[config.mk]
export PLATFORM = sky130hd
export DESIGN_NAME = exc_trap_ctrl
export DESIGN_NICKNAME = d
export VERILOG_FILES = /design/src/rtl/exc_trap_ctrl.sv
export SDC_FILE = /design/constraint.sdc
export NUM_CORES = 1
export LEC_CHECK = 0
export ABC_AREA = 0
export ABC_CLOCK_PERIOD_IN_PS = 6000
export CAP_MARGIN = 40
export CORE_MARGIN = 5
export CORE_UTILIZATION = 45
export CTS_CLUSTER_DIAMETER = 30
export CTS_CLUSTER_SIZE = 14
export DETAILED_ROUTE_END_ITERATION = 7
export GPL_ROUTABILITY_DRIVEN = 0
export PLACE_DENSITY = 0.85
export SLEW_MARGIN = 10
export SYNTH_ARGS = -nofsm -noshare
export SYNTH_HDL_FRONTEND = slang
export SYNTH_SLANG_ARGS = --single-unit
[constraint.sdc]
create_clock -name clk -period 6 [get_ports clk]
set_input_delay 0.6 -clock clk [delete_from_list [all_inputs] [get_ports clk]]
set_output_delay 0.6 -clock clk [all_outputs]
set_load 0.05 [all_outputs]
[src/rtl/exc_trap_ctrl.sv]
// Exception/interrupt trap controller: prioritises commit-time events, latches
// mcause/mepc/mtval, then flushes the pipeline and offers a redirect to fetch.
module exc_trap_ctrl #(
    parameter int unsigned     XLEN          = 32,
    parameter int unsigned     NUM_IRQ       = 4,
    parameter int unsigned     IRQ_CODE_BASE = 16,
    parameter logic [XLEN-1:0] PC_BASE       = 32'h0,
    parameter logic [XLEN-1:0] PC_LIMIT      = 32'hFFFF,
    parameter logic [XLEN-1:0] MEM_BASE      = 32'h1_0000,
    parameter logic [XLEN-1:0] MEM_LIMIT     = 32'h1_FFFF,
    parameter int unsigned     CNT_W         = 16
) (
    input  logic               clk,
    input  logic               rst,
    input  logic               valid_i,
    input  logic [XLEN-1:0]    pc_i,
    input  logic               should_jump_i,
    input  logic [XLEN-1:0]    pc_jump_dst_i,
    input  logic               inst_invalid_i,
    input  logic               ecall_i,
    input  logic               ebreak_i,
    input  logic               mret_i,
    input  logic               mem_valid_i,
    input  logic               mem_store_i,
    input  logic [1:0]         mem_size_i,
    input  logic [XLEN-1:0]    data_addr_i,
    input  logic [NUM_IRQ-1:0] irq_i,
    input  logic [NUM_IRQ-1:0] irq_en_i,
    input  logic               gie_i,
    input  logic [XLEN-1:0]    mtvec_i,
    output logic               stall_o,
    output logic               flush_o,
    output logic               redirect_valid_o,
    output logic [XLEN-1:0]    redirect_pc_o,
    input  logic               redirect_ready_i,
    output logic [XLEN-1:0]    mcause_o,
    output logic [XLEN-1:0]    mepc_o,
    output logic [XLEN-1:0]    mtval_o,
    output logic [CNT_W-1:0]   trap_count_o
);

    localparam int unsigned IDX_W = (NUM_IRQ > 1) ? $clog2(NUM_IRQ) : 1;

    typedef enum logic [1:0] {IDLE, FLUSH, REDIRECT} state_t;

    state_t             state;
    logic [XLEN-1:0]    pc_off;
    logic [XLEN-1:0]    addr_off;
    logic               pc_bad;
    logic               addr_bad;
    logic               misal;
    logic               jump_bad;
    logic [NUM_IRQ-1:0] pending;
    logic [IDX_W-1:0]   irq_idx;
    logic [XLEN-2:0]    irq_code;
    logic               sync_exc;
    logic               irq_take;
    logic               trap;
    logic               event_any;
    logic [XLEN-1:0]    cause;
    logic [XLEN-1:0]    tval;
    logic [XLEN-1:0]    vec_base;
    logic [XLEN-1:0]    target;

    // Event decode and priority selection; offsets avoid constant compares when a base is 0.
    always_comb begin
        pc_off   = pc_i - PC_BASE;
        addr_off = data_addr_i - MEM_BASE;
        pc_bad   = pc_off > (PC_LIMIT - PC_BASE);
        addr_bad = addr_off > (MEM_LIMIT - MEM_BASE);
        jump_bad = should_jump_i && (pc_jump_dst_i[1:0] != 2'b00);
        case (mem_size_i)
            2'd0:    misal = 1'b0;
            2'd1:    misal = data_addr_i[0];
            default: misal = |data_addr_i[1:0];
        endcase

        pending = irq_i & irq_en_i;
        irq_idx = '0;
        for (int i = NUM_IRQ - 1; i >= 0; i--) begin
            if (pending[i]) irq_idx = IDX_W'(i);
        end
        irq_code = (XLEN-1)'(IRQ_CODE_BASE) + (XLEN-1)'(irq_idx);

        sync_exc = 1'b1;
        cause    = '0;
        tval     = '0;
        if (jump_bad) begin
            cause = XLEN'(0);
            tval  = pc_jump_dst_i;
        end else if (pc_bad) begin
            cause = XLEN'(1);
            tval  = pc_i;
        end else if (inst_invalid_i) begin
            cause = XLEN'(2);
            tval  = pc_i;
        end else if (ebreak_i) begin
            cause = XLEN'(3);
            tval  = pc_i;
        end else if (ecall_i) begin
            cause = XLEN'(11);
        end else if (mem_valid_i && addr_bad) begin
            cause = mem_store_i ? XLEN'(7) : XLEN'(5);
            tval  = data_addr_i;
        end else if (mem_valid_i && misal) begin
            cause = mem_store_i ? XLEN'(6) : XLEN'(4);
            tval  = data_addr_i;
        end else begin
            sync_exc = 1'b0;
        end

        irq_take = !sync_exc && gie_i && (|pending);
        if (irq_take) begin
            cause = {1'b1, irq_code};
            tval  = '0;
        end

        trap      = sync_exc || irq_take;
        event_any = valid_i && (trap || mret_i);
        vec_base  = {mtvec_i[XLEN-1:2], 2'b00};
        target    = (irq_take && (mtvec_i[1:0] == 2'b01))
                    ? vec_base + (XLEN'(irq_code) << 2) : vec_base;
    end

    // Hold the pipeline while a sequence is in flight, and on the cycle one is detected.
    assign stall_o = !rst && ((state != IDLE) || event_any);

    always_ff @(posedge clk or posedge rst) begin
        if (rst) begin
            state            <= IDLE;
            flush_o          <= 1'b0;
            redirect_valid_o <= 1'b0;
            redirect_pc_o    <= '0;
            mcause_o         <= '0;
            mepc_o           <= '0;
            mtval_o          <= '0;
            trap_count_o     <= '0;
        end else begin
            case (state)
                IDLE: begin
                    if (event_any) begin
                        state   <= FLUSH;
                        flush_o <= 1'b1;
                        if (trap) begin
                            mcause_o      <= cause;
                            mtval_o       <= tval;
                            mepc_o        <= pc_i;
                            redirect_pc_o <= target;
                            if (trap_count_o != '1) trap_count_o <= trap_count_o + CNT_W'(1);
                        end else begin
                            redirect_pc_o <= mepc_o;
                        end
                    end
                end
                FLUSH: begin
                    flush_o          <= 1'b0;
                    redirect_valid_o <= 1'b1;
                    state            <= REDIRECT;
                end
                REDIRECT: begin
                    if (redirect_ready_i) begin
                        redirect_valid_o <= 1'b0;
                        state            <= IDLE;
                    end
                end
                default: begin
                    flush_o          <= 1'b0;
                    redirect_valid_o <= 1'b0;
                    state            <= IDLE;
                end
            endcase
        end
    end

endmodule

---- Yosys cells after proc, flatten, opt, wreduce, memory -nomap -nowiden ----
Cells that the tools add are included.
storage, ports and cells
  bits in read-only memories .............. 0
  word-level logic and storage cells ...... 88
  memories ................................ 0
  input bits .............................. 150
  output and inout bits ................... 147
  RAM bits ................................ 0
  latch bits .............................. 0
  flip-flop bits (word level) ............. 148
operators by class
  muxes and demuxes ....................... 39
  divide/modulo/power cells ............... 0
  reductions and logical operators ........ 25
  shifts and indexed selects .............. 0
  magnitude comparators ................... 2
  bitwise operators ....................... 3
  equal/unequal tests ..................... 7
  $add $sub $neg .......................... 4
  multipliers ............................. 0
operator list
  kind                      count
  $mux W32                  11
  $gt A32 B16 Y1 const B    2
  $add A32 B8 Y32           1
  $sub A32 B17 Y32 const B  1
  $mux W4                   5
  $add A16 B1 Y16 const B   1
  $mux W2                   8
  $ne A16 B16 Y1 const B    1
  $mux W1                   9
  $logic_and A1 B1 Y1       8
  $reduce_and A2 Y1         4
  $add A5 B2 Y6 const A     1
  $eq A2 B1 Y1 const B      3
  $mux W3                   2
  $pmux W2 S3               1
  $and A4 B4 Y4             1
  $logic_not A2 Y1          2
  $ne A2 B2 Y1 const B      2
  $pmux W1 S2               2
  $reduce_and A4 Y1         1
  $reduce_bool A2 Y1        2
  $reduce_or A4 Y1          1
  $logic_or A1 B1 Y1        3
  $pmux W1 S3               1
  5 further kinds           7

---- Longest topological paths before layout ----
Gate-level depths: netlist (run 1).
  word-level depth ........................ 18
  gate-level depth with buffers ........... 13
  mapped depth without buffers ............ 13

---- Worst setup path after synthesis (run 1) ----
Ideal clock, no wire load.
  path type ............................... input to output
  from .................................... input port data_addr_i[21]
  to ...................................... output port stall_o
  cell stages on the path ................. 7
  required time ........................... 5400 ps
  slack ................................... 2660 ps
  arrival ................................. 2740 ps
  cell sequence ........................... or3_1 and3_4 o211a_4 o21ai_4 buf_2 o21ai_0 a21oi_1
between the ends
  cells in the longest elaborated chain, start to end .. 17
RTL lines
  item                               line  source
  start: declaration                 26    input logic [XLEN-1:0] data_addr_i,
  $sub A32 B17 Y32 (*)               68    addr_off = data_addr_i - MEM_BASE;
  $gt A32 B16 Y1 (*)                 70    addr_bad = addr_off > (MEM_LIMIT - MEM_BASE);
  $logic_and A1 B1 Y1 (*)            102   end else if (mem_valid_i && addr_bad) begin
  $mux W1 (*)                        102
  $mux W1 (*)                        100   end else if (ecall_i) begin
  $mux W1 (*)                        97    end else if (ebreak_i) begin
  $mux W1 (*)                        94    end else if (inst_invalid_i) begin
  $mux W1 (*)                        91    end else if (pc_bad) begin
  $mux W1 (*)                        88    if (jump_bad) begin
  $logic_not A1 Y1                   112   irq_take = !sync_exc && gie_i && (|pending);
  $logic_and A1 B1 Y1 (2 in series)  112
  $logic_or A1 B1 Y1 (*)             118   trap = sync_exc || irq_take;
  $logic_or A1 B1 Y1 (*)             119   event_any = valid_i && (trap || mret_i);
  $logic_and A1 B1 Y1 (*)            119
  $logic_or A1 B1 Y1 (*)             126   assign stall_o = !rst && ((state != IDLE) || event_any);
  $logic_and A1 B1 Y1 (*)            126
  end: declaration                   31    output logic stall_o,
Every way passes the cells marked *; elsewhere a longest branch is shown, timed or not.

---- Worst setup path in the final report (run 1) ----
  from .................................... input port pc_i[25]
  to ...................................... output port stall_o
between the ends
  cells in the longest elaborated chain, start to end .. 11
RTL lines
  item                               line  source
  start: declaration                 16    input logic [XLEN-1:0] pc_i,
  $gt A32 B16 Y1 (*)                 69    pc_bad = pc_off > (PC_LIMIT - PC_BASE);
  $mux W1 (*)                        91
  $mux W1 (*)                        88
  $logic_not A1 Y1                   112
  $logic_and A1 B1 Y1 (2 in series)  112
  $logic_or A1 B1 Y1 (*)             118
  $logic_or A1 B1 Y1 (*)             119
  $logic_and A1 B1 Y1 (*)            119
  $logic_or A1 B1 Y1 (*)             126
  $logic_and A1 B1 Y1 (*)            126
Marked as above.

==> impl_metrics.toml, run 1 <==
[status]
outcome = "complete, no violations"

[place]
dpl.hpwl_um = 19600
port_buffers = 270

[setup_path]
max_stage_delay_ns = 0.72
crit_top_cell = "clkdlybuf4s50_1"
crit_fanout = 8
critPathBufInv = 2
cp.required_ns = 5.40
start_kind = "primary input"
crit_type = "in2out"
cp_slowest_cell = "clkdlybuf4s50_1"
end_kind = "output port"
path_cells = "clkdlybuf4s50_1 -> nor4_1 -> nand4_1 -> nor3_2 -> o21ai_4 -> o21ai_0 -> a21oi_1 -> clkdlybuf4s50_1"
path_delay_family = "simple AND/OR/NAND/NOR gates"
cp_data_arrival_time_ns = 3.46

[routing]
drtAntennaViolNets = 0
wire_per_inst_um = 20.9
drtIter0Drc = 880
wl_um = 26300
drt-vias-per-instance = 5.87
drc = 0
drtPass1Iterations = 6
num_vias = 7387

[yosys]
synth_cell_type_count = 65
synthFlopType = "dfrtp_1"
synth_top_area_frac = 0.446
yosysTopAreaCell = "dfrtp_1"
syn_area_per_cell_um2 = 8.45
ys_ff_latch = 121
synth_edf_count = 0
synthCells = 803
synth-async-reset-ratio = 1.00
synthTopCellsByArea = "dfrtp_1 (45%), nand2_1 (12%), buf_4 (3.2%), nor2_1 (3.2%), o31ai_1 (2.7%)"
synth_warnings = 0
ys_seq_area_frac = 0.446
netlist_area_um2 = 6790

[finish]
layout-drive-gt1-share = 0.0661
layout_common_cells = "clkdlybuf4s50_1 (270), nand2_1 (215), dfrtp_1 (121)"
seq_area_um2 = 3030
diodes = 0
final_util = 0.697
area_delta_synth_final_pct = 50.4
multi_input_area_um2 = 3400
finalNetCount = 1215
fill_cells = 1101
final_common_cell = "clkdlybuf4s50_1"

[clock_tree]
cts.reportedPaths.clkPinSlew_ns = 0.06
clock_latency_ns = 0.42
root_buffer = "clkbuf_16"
tritoncts = "built"
cts_resized = 0
numCtsBuffers = 17
cts-htree-levels = 4
cts_buffer_depth = 2
cts_sinks = 121
hold_buffers = 0
post_cts_buffers = 0

[sta]
maxClockFrequency_ghz = 0.246
post-route-period-util = 0.676
fin_setup_tns_ns = 0
tightest_slew_ns = 0.825
whs_ns = 0.481
setup_viol = 0
slew-limit-headroom = 0.450
grt_setup_unrepaired = "no"
hold_viol = 0
fin_crit_ns = 4.06
fin_worst_skew_ns = 0.00949
maxSlewViolCount = 0

[global_routing]
overflow = 0
grt.total_usage = 0.289
antenna_found_initial = 0
grt_pass1_vias = 7246
grt_pass1_wl_um = 40400
grt_max_degree = 77

[floorplan]
die_area_um2 = 17600
core_area_um2 = 14600
die_x_um = 133
start_util = 0.463
pin_count = 297
num_rows = 44
chipHeight_um = 133

[power]
leakage_uw = 0.00426
peakVddDrop_mv = 0.286
p_per_area_nw_per_um2 = 523

[worst_hold_path]
min_path_type = "reg2reg"

[job]
cap_violations = 0
==> layer usage <==
layer	vias up	share of wire	track usage
li1	3341	-	-
met1	3503	0.39	0.360
met2	467	0.47	0.468
met3	76	0.10	0.0919
met4	0	0.034	0.114
met5	-	0	0
==> worst paths after layout <==
path                              startpoint                 to  slack [ns]  cells past startpoint
min                        redirect_pc_o[14]  redirect_pc_o[14]        0.48                      2
max                                 pc_i[25]            stall_o        1.94                      8
max reg2reg                         state[0]        mcause_o[1]        3.56                      5
max in group asynchronous                rst         mepc_o[20]        4.16                      4
min reg2reg                redirect_pc_o[14]  redirect_pc_o[14]        0.48                      2
min in group asynchronous                rst  redirect_pc_o[10]        0.53                      2
==> flip-flops by register name, summed over array words and instances, names as in the netlist <==
name              count
mtval_o              32
mepc_o               32
state                 2
redirect_pc_o        32
mcause_o              5
trap_count_o         16
redirect_valid_o      1
flush_o               1
==> Yosys cell counts, types with 16 or more instances <==
master and n:
a221oi_1 16, buf_4 29, a21oi_1 33, o21ai_0 31, nand2_1 215, o31ai_1 24, nor2_1 58, dfrtp_1 121
nor4_1 19, a41oi_1 16, clkbuf_1 19, nand3_1 24, buf_2 21, nor3_1 16
==> kinds of logic (layout without fill, tap and decap cells) <==
kind of cell | count (synthesis) | after routing | synth area share
and+or+nand+nor | 386 | 386 | 0.256
DFF | 121 | 121 | 0.446
other | 1 | 26 | 0.000553
adders and majority gates | 4 | 4 | 0.00848
AOI/OAI and AO/OA | 185 | 185 | 0.192
xor gates and xnor gates | 17 | 17 | 0.0219
buffers and inverters | 85 | 331 | 0.0680
muxes | 4 | 4 | 0.00645
==> where the power goes <==
group	total, uW	switching (uW)	internal, uW	leakage, uW
combinational	2760	1870	885	0.00247
sequential	1450	292	1160	0.00148
clock	1130	397	738	0.000309
total	5340	2560	2780	0.00426
==> worst min-delay path: stages, from the launching register on <==
cell and delay [ns]:
dfrtp_1 0.34, nand2_1 0.05, o21ai_0 0.06
==> cell type report <==
class	count	area share
Clock inverter	15	0.0222
Clock buffer	17	0.0417
Tap cell	184	0.0226
Sequential cell	121	0.297
Inverter	15	0.00576
Multi-Input combinational cell	622	0.333
Timing Repair Buffer	284	0.278
==> through the flow <==
stage / instances / worst slack, ns / instance area, um2 / total power [uW]
global placement: 1224 / 1.96 / 9510 / 4170
CTS: 1258 / 1.92 / 10200 / 5360
detailed placement: 1226 / 1.92 / 9560 / 4210
floorplan: 828 / 2.19 / 6880 / 3150
global route: 1258 / 1.75 / 10200 / 5550
finish: 1258 / 1.94 / 10200 / 5340
(Power assumes the default switching activity.)
==> run 2: changes to the inputs <==
Settings changed: ABC_CLOCK_PERIOD_IN_PS 6000 to 3760, CORE_UTILIZATION 45 to 43, PLACE_DENSITY 0.85 to 0.82.
Clock period 6 ns to 3.76 ns, I/O delays scaled along.
==> run 2 against run 1 <==
  * Final area increased by 1.7%
  * Final cell count increased by 3.0%
  * Die area increased by 4.3%
  * Sequential power increased by 59%
  * First-iteration DRC count decreased by 17%
  * Critical path type is now in2reg
  * Critical endpoint is now redirect_pc_o[20]
==> impl_metrics.toml, run 2 (synthesis results as in run 1) <==
[clock_tree]
numCtsBuffers = 17
post_cts_buffers = 0
tritoncts = "built"
cts-htree-levels = 4
cts_resized = 0
cts_buffer_depth = 2
root_buffer = "clkbuf_16"
cts_sinks = 121
clock_latency_ns = 0.41
cts.reportedPaths.clkPinSlew_ns = 0.06
hold_buffers = 0

[global_routing]
grt_max_degree = 59
grt_pass1_wl_um = 40300
grt_util_met1 = 0.372
grt_pass1_vias = 7117
use_met3 = 0.0821
overflow = 0
grt.total_usage = 0.283
busiest_layer = "met2"
antenna_found_initial = 0
grtUsageMet2 = 0.456

[finish]
layout-drive-gt1-share = 0.0722
top_regs = "mepc_o: 32 flops, mtval_o: 32 flops, redirect_pc_o: 32 flops"
finalNetCount = 1222
diodes = 0
area_delta_synth_final_pct = 53.0
stdcell_count = 1296
final_common_cell = "clkdlybuf4s50_1"
layout_common_cells = "clkdlybuf4s50_1 (269), nand2_1 (215), dfrtp_1 (121)"
final_util = 0.663

[power]
p_sw_uw = 4050
peakVddDrop_mv = 0.456
seqPwrFrac = 0.264
p_sw_frac = 0.464
pwr-share-clk = 0.228
p_per_area_nw_per_um2 = 841
finalPower_uw = 8730
p_int_uw = 4680
combPwrFrac = 0.508
leakage_uw = 0.00434

[setup_path]
rr_startpoint = "state[0]"
end_kind = "register"
crit_start = "irq_i[2]"
max_stage_delay_ns = 0.56
critPathBufInv = 2
cp_data_arrival_time_ns = 3.60
crit_fanout = 10
cp_slowest_cell = "or3_1"
path_cells = "clkdlybuf4s50_1 -> nand2_1 -> a32oi_1 -> a21oi_1 -> ha_1 -> inv_1 -> fa_1 -> and3b_1 -> o221ai_1 -> or3_1 -> o41ai_1 -> o311a_1 -> o21ai_1"
start_kind = "primary input"
path_delay_family = "compound AO/OA/AOI/OAI gates"
crit_type = "in2reg"
cp.required_ns = 4.05

[routing]
drtPass1Iterations = 5
num_vias = 7315
wl_um = 26200
drtIter0Drc = 733
drtAntennaViolNets = 0
wire_per_inst_um = 20.2
drt-vias-per-instance = 5.64
drc = 0

[sta]
post-route-period-util = 0.882
setup_viol = 0
hold_viol = 0
slew-limit-headroom = 0.447
fin_setup_tns_ns = 0
fin_worst_skew_ns = 0.00640
whs_ns = 0.475
fin_crit_ns = 3.32
grt_setup_unrepaired = "no"
maxClockFrequency_ghz = 0.302
maxSlewViolCount = 0
tightest_slew_ns = 0.827

[status]
outcome = "complete, no violations"

[floorplan]
pin_count = 297
core_area_um2 = 15700
start_util = 0.434
die_x_um = 136
die_area_um2 = 18400
chipHeight_um = 136
num_rows = 46

[job]
cap_violations = 0

[worst_hold_path]
min_path_type = "in2async"

[place]
placed_cells = 1265
port_buffers = 270
dpl.hpwl_um = 19800
run 2: cell count changes in the layout (fill, tap and decap cells not counted), sizes merged:
cell	change
buf	+8
clkinv	-5
bufinv	+3
clkbuf	+1
clkdlybuf4s50	-1
run 2: area by class of cell:
| class | count | area, um2 |
|---|---|---|
| Clock buffer | 18 | 439 |
| Timing Repair Buffer | 291 | 2910 |
| Inverter | 15 | 58.8 |
| Sequential cell | 121 | 3030 |
| Multi-Input combinational cell | 622 | 3400 |
| Fill cell | 1292 | 5270 |
| Tap cell | 216 | 270 |
| Clock inverter | 13 | 273 |
run 2: metal layers:
layer,vias to the layer above,part of all wire
li1,3348,-
met1,3469,0.40
met2,448,0.47
met3,50,0.11
met4,0,0.023
met5,-,0
run 2: stage by stage:
step           worst slack, ns  area (um2)
3_3_place_gp             0.221        9670
6_report                 0.445       10400
2_1_floorplan            0.170        6880
4_1_cts                  0.519       10400
5_1_grt                  0.273       10400
3_5_place_dp            0.0992        9670
run 2: final timing paths:
check | cells after the start | end | slack (ns)
max | 13 | redirect_pc_o[20] | 0.44
min | 2 | redirect_pc_o[5] | 0.48
max reg2reg | 6 | mtval_o[16] | 1.28
min reg2reg | 2 | redirect_pc_o[0] | 0.48
max in group asynchronous | 3 | trap_count_o[3] | 2.47
min in group clk | 2 | redirect_pc_o[0] | 0.48
run 2: power by group through the flow:
stage	Clock, uW	Sequential, uW	Combinational [uW]
after global placement	0	2290	4380
after global routing	2070	2370	4660
after detailed placement	0	2300	4440
final	1990	2300	4430
after floorplan	0	4070	952
after CTS	2010	2290	4450
==> run 3: changes to the inputs <==
Settings changed: GPL_ROUTABILITY_DRIVEN 0 to unset, TNS_END_PERCENT set to 5.
==> run 3 against run 2 <==
  * Register-to-register slack better by 0.18 ns
  * Total power is 4.0% lower
  * Global-route usage is 0.12 points higher
  * Critical path type unchanged
==> impl_metrics.toml, run 3 (synthesis results as in run 1) <==
[clock_tree]
post_cts_buffers = 0
cts_resized = 0
numCtsBuffers = 17
cts-htree-levels = 4
tritoncts = "built"
cts_buffer_depth = 2
root_buffer = "clkbuf_16"
clock_latency_ns = 0.42
cts_sinks = 121
hold_buffers = 0
cts.reportedPaths.clkPinSlew_ns = 0.06

[status]
outcome = "complete, no violations"

[setup_path]
cp-endpoint = "redirect_pc_o[20]"
start_kind = "primary input"
cp_data_arrival_time_ns = 3.59
cp.required_ns = 4.06
end_kind = "register"
reg2regPathDepth = 7
rr_startpoint = "state[0]"
crit_start = "irq_i[2]"
cp_slowest_cell = "or3_1"
r2r-end = "mtval_o[25]"
path_cells = "clkdlybuf4s50_1 -> nand2_1 -> a32oi_1 -> a21oi_1 -> ha_1 -> inv_1 -> fa_1 -> and3b_1 -> o221ai_1 -> or3_1 -> o41ai_1 -> o311a_1 -> o21ai_1"
crit_fanout = 10
crit_type = "in2reg"
max_stage_delay_ns = 0.56
rrSetupSlack_ns = 1.46

[routing]
wire_per_inst_um = 20.4
drt-vias-per-instance = 5.71
wl_met1_um = 10500
wl_met2_um = 12000
drtAntennaViolNets = 0
drtIter0Drc = 617
num_vias = 7402
drc = 0
dr_wl_met3_um = 2890
wl_um = 26400
top_layer_used = "met4"
drtPass1Iterations = 5

[global_routing]
antenna_found_initial = 0
grt_pass1_vias = 7265
grt.total_usage = 0.284
grt_max_degree = 58
overflow = 0
grt_pass1_wl_um = 40400

[sta]
maxClockFrequency_ghz = 0.304
fin_worst_skew_ns = 0.00500
maxSlewViolCount = 0
hold_viol = 0
fin_setup_tns_ns = 0
slew-limit-headroom = 0.504
post-route-period-util = 0.875
grt_setup_unrepaired = "no"
tightest_slew_ns = 0.744
setup_viol = 0
fin_crit_ns = 3.29

[power]
leakage_uw = 0.00428
peakVddDrop_mv = 0.538
p_per_area_nw_per_um2 = 816

[place]
gp_congestion = 0.893
dpl.hpwl_um = 19900
port_buffers = 270
placed_cells = 1265

[finish]
final_common_cell = "clkdlybuf4s50_1"
stdcell_count = 1297
layout-drive-gt1-share = 0.0722
top_regs = "mepc_o: 32 flops, mtval_o: 32 flops, redirect_pc_o: 32 flops"
fill_cells = 1315
layout_common_cells = "clkdlybuf4s50_1 (269), nand2_1 (215), dfrtp_1 (121)"
area_delta_synth_final_pct = 51.2
finalNetCount = 1222
final_util = 0.655
diodes = 0

[job]
cap_violations = 0

[floorplan]
start_util = 0.434
core_area_um2 = 15700
die_area_um2 = 18400
chipHeight_um = 136
num_rows = 46
die_x_um = 136
pin_count = 297

[worst_hold_path]
min_path_type = "in2async"
## run 3: changes by cell type in the layout (fill, tap and decap cells not counted)
| cell | delta |
|---|---|
| clkinv_2 | +1 |
| bufinv_16 | -6 |
| clkinvlp_4 | +2 |
| clkbuf_1 | +1 |
| clkbuf_8 | +2 |
| clkinv_4 | +1 |
## run 3: stage by stage
stage	instance area [um2]	total power, uW	hold WS [ns]	worst slack, ns
finish	10300	8370	0.424	0.469
global route	10300	8730	0.491	0.226
CTS	10300	8400	0.436	0.525
detailed placement	9670	6750	0.455	0.0871
global placement	9650	6680	0.457	0.220
floorplan	6880	5030	0.466	0.170
## run 3: area by class of cell
cell class	count	area, um2	share of cell area
Multi-Input combinational cell	622	3400	0.332
Tap cell	216	270	0.0263
Timing Repair Buffer	291	2910	0.283
Clock buffer	21	470	0.0458
Inverter	15	58.8	0.00573
Clock inverter	11	121	0.0118
Sequential cell	121	3030	0.295
## run 3: worst min path at each step
stage	start	end
after floorplan	state[1]	state[1]
after global placement	redirect_pc_o[1]	redirect_pc_o[1]
after detailed placement	redirect_pc_o[0]	redirect_pc_o[0]
after CTS	rst	redirect_pc_o[6]
after global routing	rst	redirect_pc_o[6]
final	rst	redirect_pc_o[6]
## run 3: layer usage
layer  up-vias  global-route usage
met4         0               0.124
li1       3346                   -
met1      3531               0.371
met3        73              0.0847
met2       452               0.439
met5         -                   0
## run 3: report_power, final
| part | switching, uW | internal, uW |
|---|---|---|
| clock network | 608 | 1020 |
| registers | 462 | 1850 |
| logic | 2990 | 1440 |
| total | 4060 | 4320 |
## run 3: worst max-delay path: cells and delay by family
family	cells	cell delay (ns)
AO/OA/AOI/OAI	6	1.22
AND/OR/NAND/NOR	3	0.91
buffers and inverters	2	0.48
adder cells (fa/ha/maj)	2	0.60
